### src/rtl/filter_pair_arbiter_pkg.sv
// Pair-record layout shared by the filters, this arbiter and the force pipeline.
// Record MSB..LSB: {ref_id, neighbor_id, r2, dz, dy, dx}.
package filter_pair_arbiter_pkg;
  localparam int FP_DATA_WIDTH = 32;
  localparam int FP_ID_WIDTH   = 20;

  // Float fields sit in the low part of the record, in DATA_WIDTH-sized slots.
  localparam int DX_SLOT = 0;
  localparam int DY_SLOT = 1;
  localparam int DZ_SLOT = 2;
  localparam int R2_SLOT = 3;

  function automatic int pair_width(input int dw, input int idw);
    return 2*idw + 4*dw;
  endfunction

  function automatic int nbr_lsb(input int dw);
    return 4*dw;
  endfunction

  function automatic int ref_lsb(input int dw, input int idw);
    return 4*dw + idw;
  endfunction

  localparam int FP_PAIR_WIDTH = pair_width(FP_DATA_WIDTH, FP_ID_WIDTH);
endpackage

### src/rtl/filter_rr_grant.sv
// Combinational round-robin pick: first request at or after ptr, wrapping.
module filter_rr_grant #(
  parameter  int NUM_FILTER = 4,
  localparam int PW = $clog2(NUM_FILTER)
) (
  input  logic [NUM_FILTER-1:0] req,
  input  logic [PW-1:0]         ptr,
  output logic [NUM_FILTER-1:0] grant,
  output logic [PW-1:0]         grant_idx,
  output logic [PW-1:0]         next_ptr
);
  localparam logic [PW:0] N_W = (PW+1)'(NUM_FILTER);

  logic [2*NUM_FILTER-1:0] req2;
  logic [NUM_FILTER-1:0]   rot;
  logic [PW-1:0]           off;
  logic [PW:0]             idx_w, nxt_w;
  logic                    found;

  always_comb begin
    req2  = {req, req};
    rot   = req2[{1'b0, ptr} +: NUM_FILTER];
    found = 1'b0;
    off   = '0;
    for (int i = NUM_FILTER-1; i >= 0; i--) begin
      if (rot[i]) begin
        found = 1'b1;
        off   = PW'(i);
      end
    end
    idx_w = {1'b0, ptr} + {1'b0, off};
    if (idx_w >= N_W) idx_w = idx_w - N_W;
    nxt_w = idx_w + (PW+1)'(1);
    if (nxt_w == N_W) nxt_w = '0;
    grant_idx = idx_w[PW-1:0];
    grant     = found ? (NUM_FILTER'(1) << grant_idx) : '0;
    next_ptr  = found ? nxt_w[PW-1:0] : ptr;
  end
endmodule

### src/rtl/filter_pair_arbiter.sv
// Round-robin reader of NUM_FILTER pair buffers feeding one force pipeline
// through a 2-entry skid FIFO. Optional perf counters: ARB_PERF_COUNTER_EN.
module filter_pair_arbiter
  import filter_pair_arbiter_pkg::*;
#(
  parameter  int DATA_WIDTH        = FP_DATA_WIDTH,
  parameter  int PARTICLE_ID_WIDTH = FP_ID_WIDTH,
  parameter  int NUM_FILTER        = 4,
  localparam int PAIR_WIDTH        = pair_width(DATA_WIDTH, PARTICLE_ID_WIDTH)
) (
  input  logic                             clk,
  input  logic                             rst,
  input  logic [NUM_FILTER-1:0]            filter_available,
  output logic [NUM_FILTER-1:0]            filter_sel,
  input  logic [NUM_FILTER*PAIR_WIDTH-1:0] filter_data,
  input  logic                             out_ready,
  output logic                             out_valid,
  output logic [PARTICLE_ID_WIDTH-1:0]     ref_particle_id_out,
  output logic [PARTICLE_ID_WIDTH-1:0]     neighbor_particle_id_out,
  output logic [DATA_WIDTH-1:0]            r2,
  output logic [DATA_WIDTH-1:0]            dx,
  output logic [DATA_WIDTH-1:0]            dy,
  output logic [DATA_WIDTH-1:0]            dz
`ifdef ARB_PERF_COUNTER_EN
  ,
  output logic [31:0]                      pair_count,
  output logic [31:0]                      stall_count
`endif
);
  localparam int PTR_W   = $clog2(NUM_FILTER);
  localparam int NBR_LSB = nbr_lsb(DATA_WIDTH);
  localparam int REF_LSB = ref_lsb(DATA_WIDTH, PARTICLE_ID_WIDTH);

  logic [PTR_W-1:0]      ptr_q, ptr_d, grant_idx_q, grant_idx_d, rr_idx, rr_next;
  logic                  inflight_q, inflight_d;
  logic [1:0]            occ_q, occ_d;
  logic [PAIR_WIDTH-1:0] skid0_q, skid0_d, skid1_q, skid1_d, cap;
  logic [NUM_FILTER-1:0] req, rr_grant;
  logic [PAIR_WIDTH-1:0] fdata [NUM_FILTER];
  logic                  pop, push, can_issue;
  logic [2:0]            load;

  for (genvar i = 0; i < NUM_FILTER; i++) begin : g_unpack
    assign fdata[i] = filter_data[i*PAIR_WIDTH +: PAIR_WIDTH];
  end

  filter_rr_grant #(.NUM_FILTER(NUM_FILTER)) u_rr (
    .req       (req),
    .ptr       (ptr_q),
    .grant     (rr_grant),
    .grant_idx (rr_idx),
    .next_ptr  (rr_next)
  );

  always_comb begin
    pop  = (occ_q != 2'd0) && out_ready;
    push = inflight_q;
    // Issue only if the record it produces is guaranteed a skid slot next cycle.
    load        = 3'(occ_q) + 3'(inflight_q) - 3'(pop);
    can_issue   = (load <= 3'd1);
    req         = can_issue ? filter_available : '0;
    filter_sel  = rst ? rr_grant : '0;
    ptr_d       = rr_next;
    inflight_d  = |rr_grant;
    grant_idx_d = inflight_d ? rr_idx : grant_idx_q;
    cap         = fdata[grant_idx_q];

    skid0_d = skid0_q;
    skid1_d = skid1_q;
    occ_d   = occ_q;
    case ({push, pop})
      2'b10: begin
        if (occ_q == 2'd0) skid0_d = cap;
        else               skid1_d = cap;
        occ_d = occ_q + 2'd1;
      end
      2'b01: begin
        skid0_d = skid1_q;
        occ_d   = occ_q - 2'd1;
      end
      2'b11: begin
        if (occ_q == 2'd1) skid0_d = cap;
        else begin
          skid0_d = skid1_q;
          skid1_d = cap;
        end
      end
      default: ;
    endcase
  end

  always_ff @(posedge clk or negedge rst) begin
    if (!rst) begin
      ptr_q       <= '0;
      grant_idx_q <= '0;
      inflight_q  <= 1'b0;
      occ_q       <= 2'd0;
      skid0_q     <= '0;
      skid1_q     <= '0;
    end else begin
      ptr_q       <= ptr_d;
      grant_idx_q <= grant_idx_d;
      inflight_q  <= inflight_d;
      occ_q       <= occ_d;
      skid0_q     <= skid0_d;
      skid1_q     <= skid1_d;
    end
  end

  assign out_valid                = (occ_q != 2'd0);
  assign dx                       = skid0_q[DX_SLOT*DATA_WIDTH +: DATA_WIDTH];
  assign dy                       = skid0_q[DY_SLOT*DATA_WIDTH +: DATA_WIDTH];
  assign dz                       = skid0_q[DZ_SLOT*DATA_WIDTH +: DATA_WIDTH];
  assign r2                       = skid0_q[R2_SLOT*DATA_WIDTH +: DATA_WIDTH];
  assign neighbor_particle_id_out = skid0_q[NBR_LSB +: PARTICLE_ID_WIDTH];
  assign ref_particle_id_out      = skid0_q[REF_LSB +: PARTICLE_ID_WIDTH];

`ifdef ARB_PERF_COUNTER_EN
  logic [31:0] pair_count_q, pair_count_d, stall_count_q, stall_count_d;

  always_comb begin
    pair_count_d  = pair_count_q + 32'(pop);
    stall_count_d = stall_count_q;
    if ((|filter_available) && !can_issue && (stall_count_q != 32'hFFFF_FFFF))
      stall_count_d = stall_count_q + 32'd1;
  end

  always_ff @(posedge clk or negedge rst) begin
    if (!rst) begin
      pair_count_q  <= '0;
      stall_count_q <= '0;
    end else begin
      pair_count_q  <= pair_count_d;
      stall_count_q <= stall_count_d;
    end
  end

  assign pair_count  = pair_count_q;
  assign stall_count = stall_count_q;
`endif
endmodule

### config.mk
export PLATFORM = sky130hd
export DESIGN_NAME = filter_pair_arbiter
export DESIGN_NICKNAME = d
export VERILOG_FILES = /design/src/rtl/filter_pair_arbiter_pkg.sv /design/src/rtl/filter_rr_grant.sv /design/src/rtl/filter_pair_arbiter.sv
export SDC_FILE = /design/constraint.sdc
export NUM_CORES = 1
export LEC_CHECK = 0
export CORE_AREA = 2 2 334 336
export CTS_CLUSTER_DIAMETER = 50
export DETAILED_ROUTE_END_ITERATION = 6
export DIE_AREA = 0 0 336 338
export GPL_ROUTABILITY_DRIVEN = 0
export SLEW_MARGIN = 20
export SYNTH_ARGS = -nofsm -noshare
export SYNTH_HDL_FRONTEND = slang
export SYNTH_HIERARCHICAL = 1
export SYNTH_SLANG_ARGS = --single-unit
### constraint.sdc
create_clock -name clk -period 4.76 [get_ports clk]
set_clock_uncertainty 0.15 [all_clocks]
set_input_delay 0.476 -clock clk [delete_from_list [all_inputs] [get_ports clk]]
set_output_delay 0.476 -clock clk [all_outputs]
set_load 0.1 [all_outputs]
## Word level (Yosys, flattened, before mapping)

Index checks and enable logic that the tools add are counted.
W data, S select, Z words.

- Register bits: 343
- Input port bits: 679
- Output and inout bits: 173
- Logic and storage cells: 59

- Add/sub/neg operators: 7
- $lt $le $gt $ge: 3
- Equal/unequal tests: 8
- Shifts and indexed selects: 2
- Mux-type cells: 23
- Bitwise operators: 1
- Reductions and logical operators: 9

Operator list:

| kind | count |
|---|---|
| $mux W168 | 6 |
| $pmux W168 S3 | 1 |
| $bmux W168 S2 | 1 |
| $pmux W168 S2 | 1 |
| $mux W4 | 3 |
| $mux W2 | 5 |
| $shiftx A8 B3 Y4 | 1 |
| $ge A3 B3 Y1 const B | 2 |
| $ne A2 B2 Y1 const B | 3 |
| $reduce_bool A2 Y1 | 3 |
| $eq A2 B1 Y1 const B | 2 |
| $eq A2 B2 Y1 const B | 2 |
| $mux W1 | 4 |
| $pmux W2 S2 | 1 |
| $reduce_or A4 Y1 | 1 |
| $shl A1 B2 Y4 const A | 1 |
| $add A2 B1 Y3 | 1 |
| $add A2 B2 Y3 | 1 |
| $add A3 B1 Y3 const B | 1 |
| $eq A3 B3 Y1 const B | 1 |
| $le A3 B1 Y1 const B | 1 |
| $mux W3 | 1 |
| $not A2 Y3 | 1 |
| $reduce_and A3 Y1 | 1 |
| other kinds (8) | 8 |

## Depth between registers and ports, before layout

- Word-level depth: 16
- Depth in mapped cells: 22
- Mapped depth without buffers: 20

## Hierarchy

The synthesis kept the hierarchy.

By module, submodules not included:

| module | times used | cells an instance | area each (µm²) | seq. area each (µm²) |
|---|---|---|---|---|
| filter_pair_arbiter | 1 | 1161 | 17830.9 | 8583.2 |
| filter_rr_grant | 1 | 47 | 340.3 | 0.0 |

## Worst setup path after synthesis

No wires, ideal clock.

- Kind: flip-flop to output port
- Start point: reg occ_q[1]
- End point: out filter_sel[3]
- Arrival: 4.549 ns
- Data required time: 4.134 ns
- Path slack: -0.415 ns
- Stages on the path, launching flop included: 21
- Path through: dfrtp_1 inv_1 ha_1 nand2b_1 buf_2 xnor2_1 ha_1 inv_1 fa_1 xnor2_1 and3_1 inv_1 a2bb2oi_1 o221ai_1 o21a_1 ha_1 xor2_1 xnor2_1 ha_1 and2_1 and2_1

- Longest elaborated chain between the ends: 16
- Elaborated cells between the ends (all ways): 22
- Those cells by class: add/sub (4); order compare (2); shift (2); mux (12); reduce/logical (2)

RTL lines:

| what | RTL line | RTL |
|---|---|---|
| start: declaration | filter_pair_arbiter.sv:36 | `logic [1:0] occ_q, occ_d;` |
| start signal: assignment | filter_pair_arbiter.sv:97 | `occ_q <= 2'd0;` |
| start signal: assignment | filter_pair_arbiter.sv:104 | `occ_q <= occ_d;` |
| branches (longest 2 deep; another with $add A2 B1 Y3) | n/a |  |
| $sub A3 B1 Y3 * | filter_pair_arbiter.sv:59 | `load = 3'(occ_q) + 3'(inflight_q) - 3'(pop);` |
| $le A3 B1 Y1 * | filter_pair_arbiter.sv:60 | `can_issue = (load <= 3'd1);` |
| $mux W4 * | filter_pair_arbiter.sv:61 | `req = can_issue ? filter_available : '0;` |
| via req[0] | filter_pair_arbiter.sv:38 | `logic [NUM_FILTER-1:0] req, rr_grant;` |
| $shiftx A8 B3 Y4 * | filter_rr_grant.sv:22 | `rot = req2[{1'b0, ptr} +: NUM_FILTER];` |
| $mux W2 (4 in series) | filter_rr_grant.sv:26 | `if (rot[i]) begin` |
| $add A2 B2 Y3 | filter_rr_grant.sv:31 | `idx_w = {1'b0, ptr} + {1'b0, off};` |
| $sub A3 B3 Y3 / $ge A3 B3 Y1 (equally long branches) | filter_rr_grant.sv:32 | `if (idx_w >= N_W) idx_w = idx_w - N_W;` |
| $mux W3 | filter_rr_grant.sv:32 |  |
| $shl A1 B2 Y4 | filter_rr_grant.sv:36 | `grant = found ? (NUM_FILTER'(1) << grant_idx) : '0;` |
| $mux W4 * | filter_rr_grant.sv:36 |  |
| via rr_grant[3] | filter_pair_arbiter.sv:38 |  |
| $mux W4 * | filter_pair_arbiter.sv:62 | `filter_sel = rst ? rr_grant : '0;` |
| end: declaration | filter_pair_arbiter.sv:14 | `output logic [NUM_FILTER-1:0] filter_sel,` |

Mark *: on every way through the listed nets, which the timed path passes.

## Final worst setup path

- Start point: reg occ_q[1]
- End point: out filter_sel[2]

Same word-level chain as after synthesis.

==> out/metrics.cfg <==
[power_and_ir_drop]
swShare=0.485
p_int_mw=13.0
seqPwrFrac=0.214
leakagePower_nw=11.8
p_total_mw=25.3
pwr-share-clk=0.151
switchingPower_mw=12.3
powerDensity_nw_per_um2=825
comb_power_share=0.636
ir_drop_v=0.000351

[synthesis]
yosysSeqAreaShare=0.472
ys.flop_type=dfrtp_1
ys_types=34
synth_nets=1895
ys_warn_count=6
synthArstFlopShare=1.00
synth_area_um2=18200
syn-mean-instance-area_um2=15.0
synth_edf_count=0
netlist_instances=1208
ys_ff_latch=343

[outcome]
status=complete, but fails checks
violations=setup timing

[drt]
drcViolationCount=0
route.vias.total=15000
drtIter0Drc=803
ant_nets=0
wl_per_cell_um=21.8
avgViaCountPerCell=4.15
drt_pass1_iterations=5
totalWireLength_um=78400

[floorplanning]
fp.dieH_um=338
start_util=0.165
io_pins=852
dieArea_um2=114000
die_w_um=336
core_area_um2=110000
rows=122

[final_layout]
fillers=11300
layout-drive-gt1-share=0.270
post-route-util=0.278
area_growth_pct=68.7
fin_cells=3603
nets=2755
final-seq-area_um2=8590
stdcell_area_um2=30600
multiInputGateArea_um2=9200

[sta]
finalSetupViolCount=4
max_freq_mhz=203
worst_pin_slew_ns=1.20
tns_ns=-0.571
layout_setup_ws_ns=-0.173
rsz0062_at_grt=yes
report.final.slew_viol_count=0
finalHoldViolations=0
relSlewSlack=0.197
period_share=1.04
fin_crit_ns=4.93
holdWs_ns=0.286

[clock_tree]
cts_tree=done
clk_path_buf_depth=3
clk_pin_slew_ns=0.05
cts_max_level=2
cts_buffers=52
cts.sinks=343
cts_root_buf=clkbuf_16
clk_latency_ns=0.60

[grt]
grt_max_degree=148
grt_pass1_wl_um=109000
antenna_found_initial=27
overflow=0
grtUsageTotal=0.132
grt_pass1_vias=15500

[placed_design]
place_area_um2=28600
place_ws_ns=-0.143
port-buffer-count=851
dp.cells=3490
dp_hpwl_um=60500

[hold_path]
hold_class=input port to async pin

[flow_run]
drv_cap=0

[critical_path]
crit_type=register to output pin
start_kind=register
critPathArrivalTime_ns=4.31
critical_path_required_ns=4.13
end_kind=output pin
worstPathMaxFanout=5

-- state kept, by name (all words and copies together), names as in the netlist --
| signal | flops |
|---|---|
| grant_idx_q | 2 |
| inflight_q | 1 |
| occ_q | 2 |
| ptr_q | 2 |
| skid0_q | 168 |
| skid1_q | 168 |
-- cell usage after synthesis (4+ instances only) --
cell | instances | area share
nand2_1 | 8 | 0.0017
buf_2 | 34 | 0.0094
a221o_1 | 168 | 0.093
ha_1 | 7 | 0.0048
buf_1 | 11 | 0.0023
dfrtp_1 | 343 | 0.47
and2_1 | 174 | 0.060
buf_6 | 16 | 0.0099
and3_1 | 4 | 0.0014
xnor2_1 | 5 | 0.0024
clkbuf_1 | 54 | 0.011
mux4_2 | 168 | 0.21
mux2i_1 | 6 | 0.0033
mux2_2 | 171 | 0.11
inv_1 | 8 | 0.0017
-- cell type report --
class / count / share of cell area
timing repair buffer: 922 / 0.301
multi-input combinational: 741 / 0.300
sequential: 343 / 0.280
tap: 1488 / 0.0607
clock buffer: 64 / 0.0469
clock inverter: 31 / 0.00955
inverter: 8 / 0.000980
antenna: 6 / 0.000490
-- cells in the final DEF (no fill, tap or decap), types with 2 or more instances in the layout --
cell,netlist,final
a21oi_1,3,2
a221o_1,168,168
and2_1,174,168
and2_4,0,6
and3_4,0,3
buf_12,0,18
buf_4,1,75
buf_6,16,2
clkbuf_1,54,4
clkbuf_16,0,53
clkbuf_8,0,7
clkdlybuf4s50_1,0,824
clkinv_2,0,3
clkinv_4,0,5
clkinvlp_4,0,5
dfrtp_1,343,341
dfrtp_4,0,2
diode_2,0,6
ha_1,7,2
ha_2,0,2
ha_4,0,3
inv_1,8,5
inv_2,0,3
inv_6,0,12
inv_8,0,4
mux2_2,171,171
mux2i_1,6,4
mux4_2,168,168
nand2_1,8,3
nand2_2,0,4
nand3_1,2,2
nor2_1,3,2
nor2b_4,0,2
nor3_1,2,2
o21a_1,2,2
xnor2_2,0,2
xnor2_4,0,2
-- cells by family (layout without fill, tap and decap cells) --
kind of cell,Yosys count,count (layout),synth area share
buffers and inverters,124,1025,0.0348
AOI/OAI and AO/OA,179,179,0.0981
xor gates and xnor gates,7,7,0.00337
adders and majority gates,8,8,0.00592
other,0,6,0
and+or+nand+nor,202,202,0.0680
DFF,343,343,0.472
muxes,345,345,0.317
-- per-layer routing --
metal | vias to the layer above | GRT usage | wire length (um)
met5 | - | 0 | 71
met4 | 12 | 0.0409 | 1900
met3 | 96 | 0.0405 | 6120
met2 | 638 | 0.221 | 38700
met1 | 7659 | 0.161 | 31600
li1 | 6563 | - | -
-- path summary, 6_finish.rpt --
path                              start              to  slack (ns)  depth (start not counted)
max                            occ_q[1]   filter_sel[2]       -0.17                         20
min                                 rst     skid0_q[44]        0.29                          2
max reg2reg                    occ_q[1]  grant_idx_q[1]        0.30                         22
min reg2reg                skid1_q[162]    skid0_q[162]        0.35                          1
max in group asynchronous           rst    skid1_q[131]        2.82                          3
min in group clk           skid1_q[162]    skid0_q[162]        0.35                          1
-- power by group through the flow --
stage / clock (mW) / combinational [mW] / sequential, mW
after global routing: 4.07 / 16.9 / 5.60
after global placement: 0 / 15.6 / 5.45
final: 3.81 / 16.1 / 5.40
after floorplan: 0 / 6.48 / 10.1
after detailed placement: 0 / 15.7 / 5.50
after CTS: 3.96 / 16.1 / 5.48
-- critical path, cell delays in order, from the launching register on --
cell and delay, ns:
dfrtp_1 0.37, inv_2 0.07, ha_4 0.15, nand2b_4 0.16, xnor2_4 0.15, ha_2 0.19
inv_2 0.04, fa_2 0.39, xnor2_4 0.19, and3_4 0.25, nor2b_4 0.16, a21oi_2 0.04
o22ai_2 0.18, o21a_1 0.20, ha_4 0.19, xor2_4 0.19, xnor2_2 0.15, ha_2 0.19
and2_4 0.13, and2_4 0.14, buf_12 0.17
-- repair_timing --
item	CTS	global route
pin swaps	15	17
resized for setup	32	10
setup buffers	10	2
hold endpoints to repair	58	0
hold buffers	1	0
endpoints found under the setup margin	4	6
(Power assumes the default switching activity.)
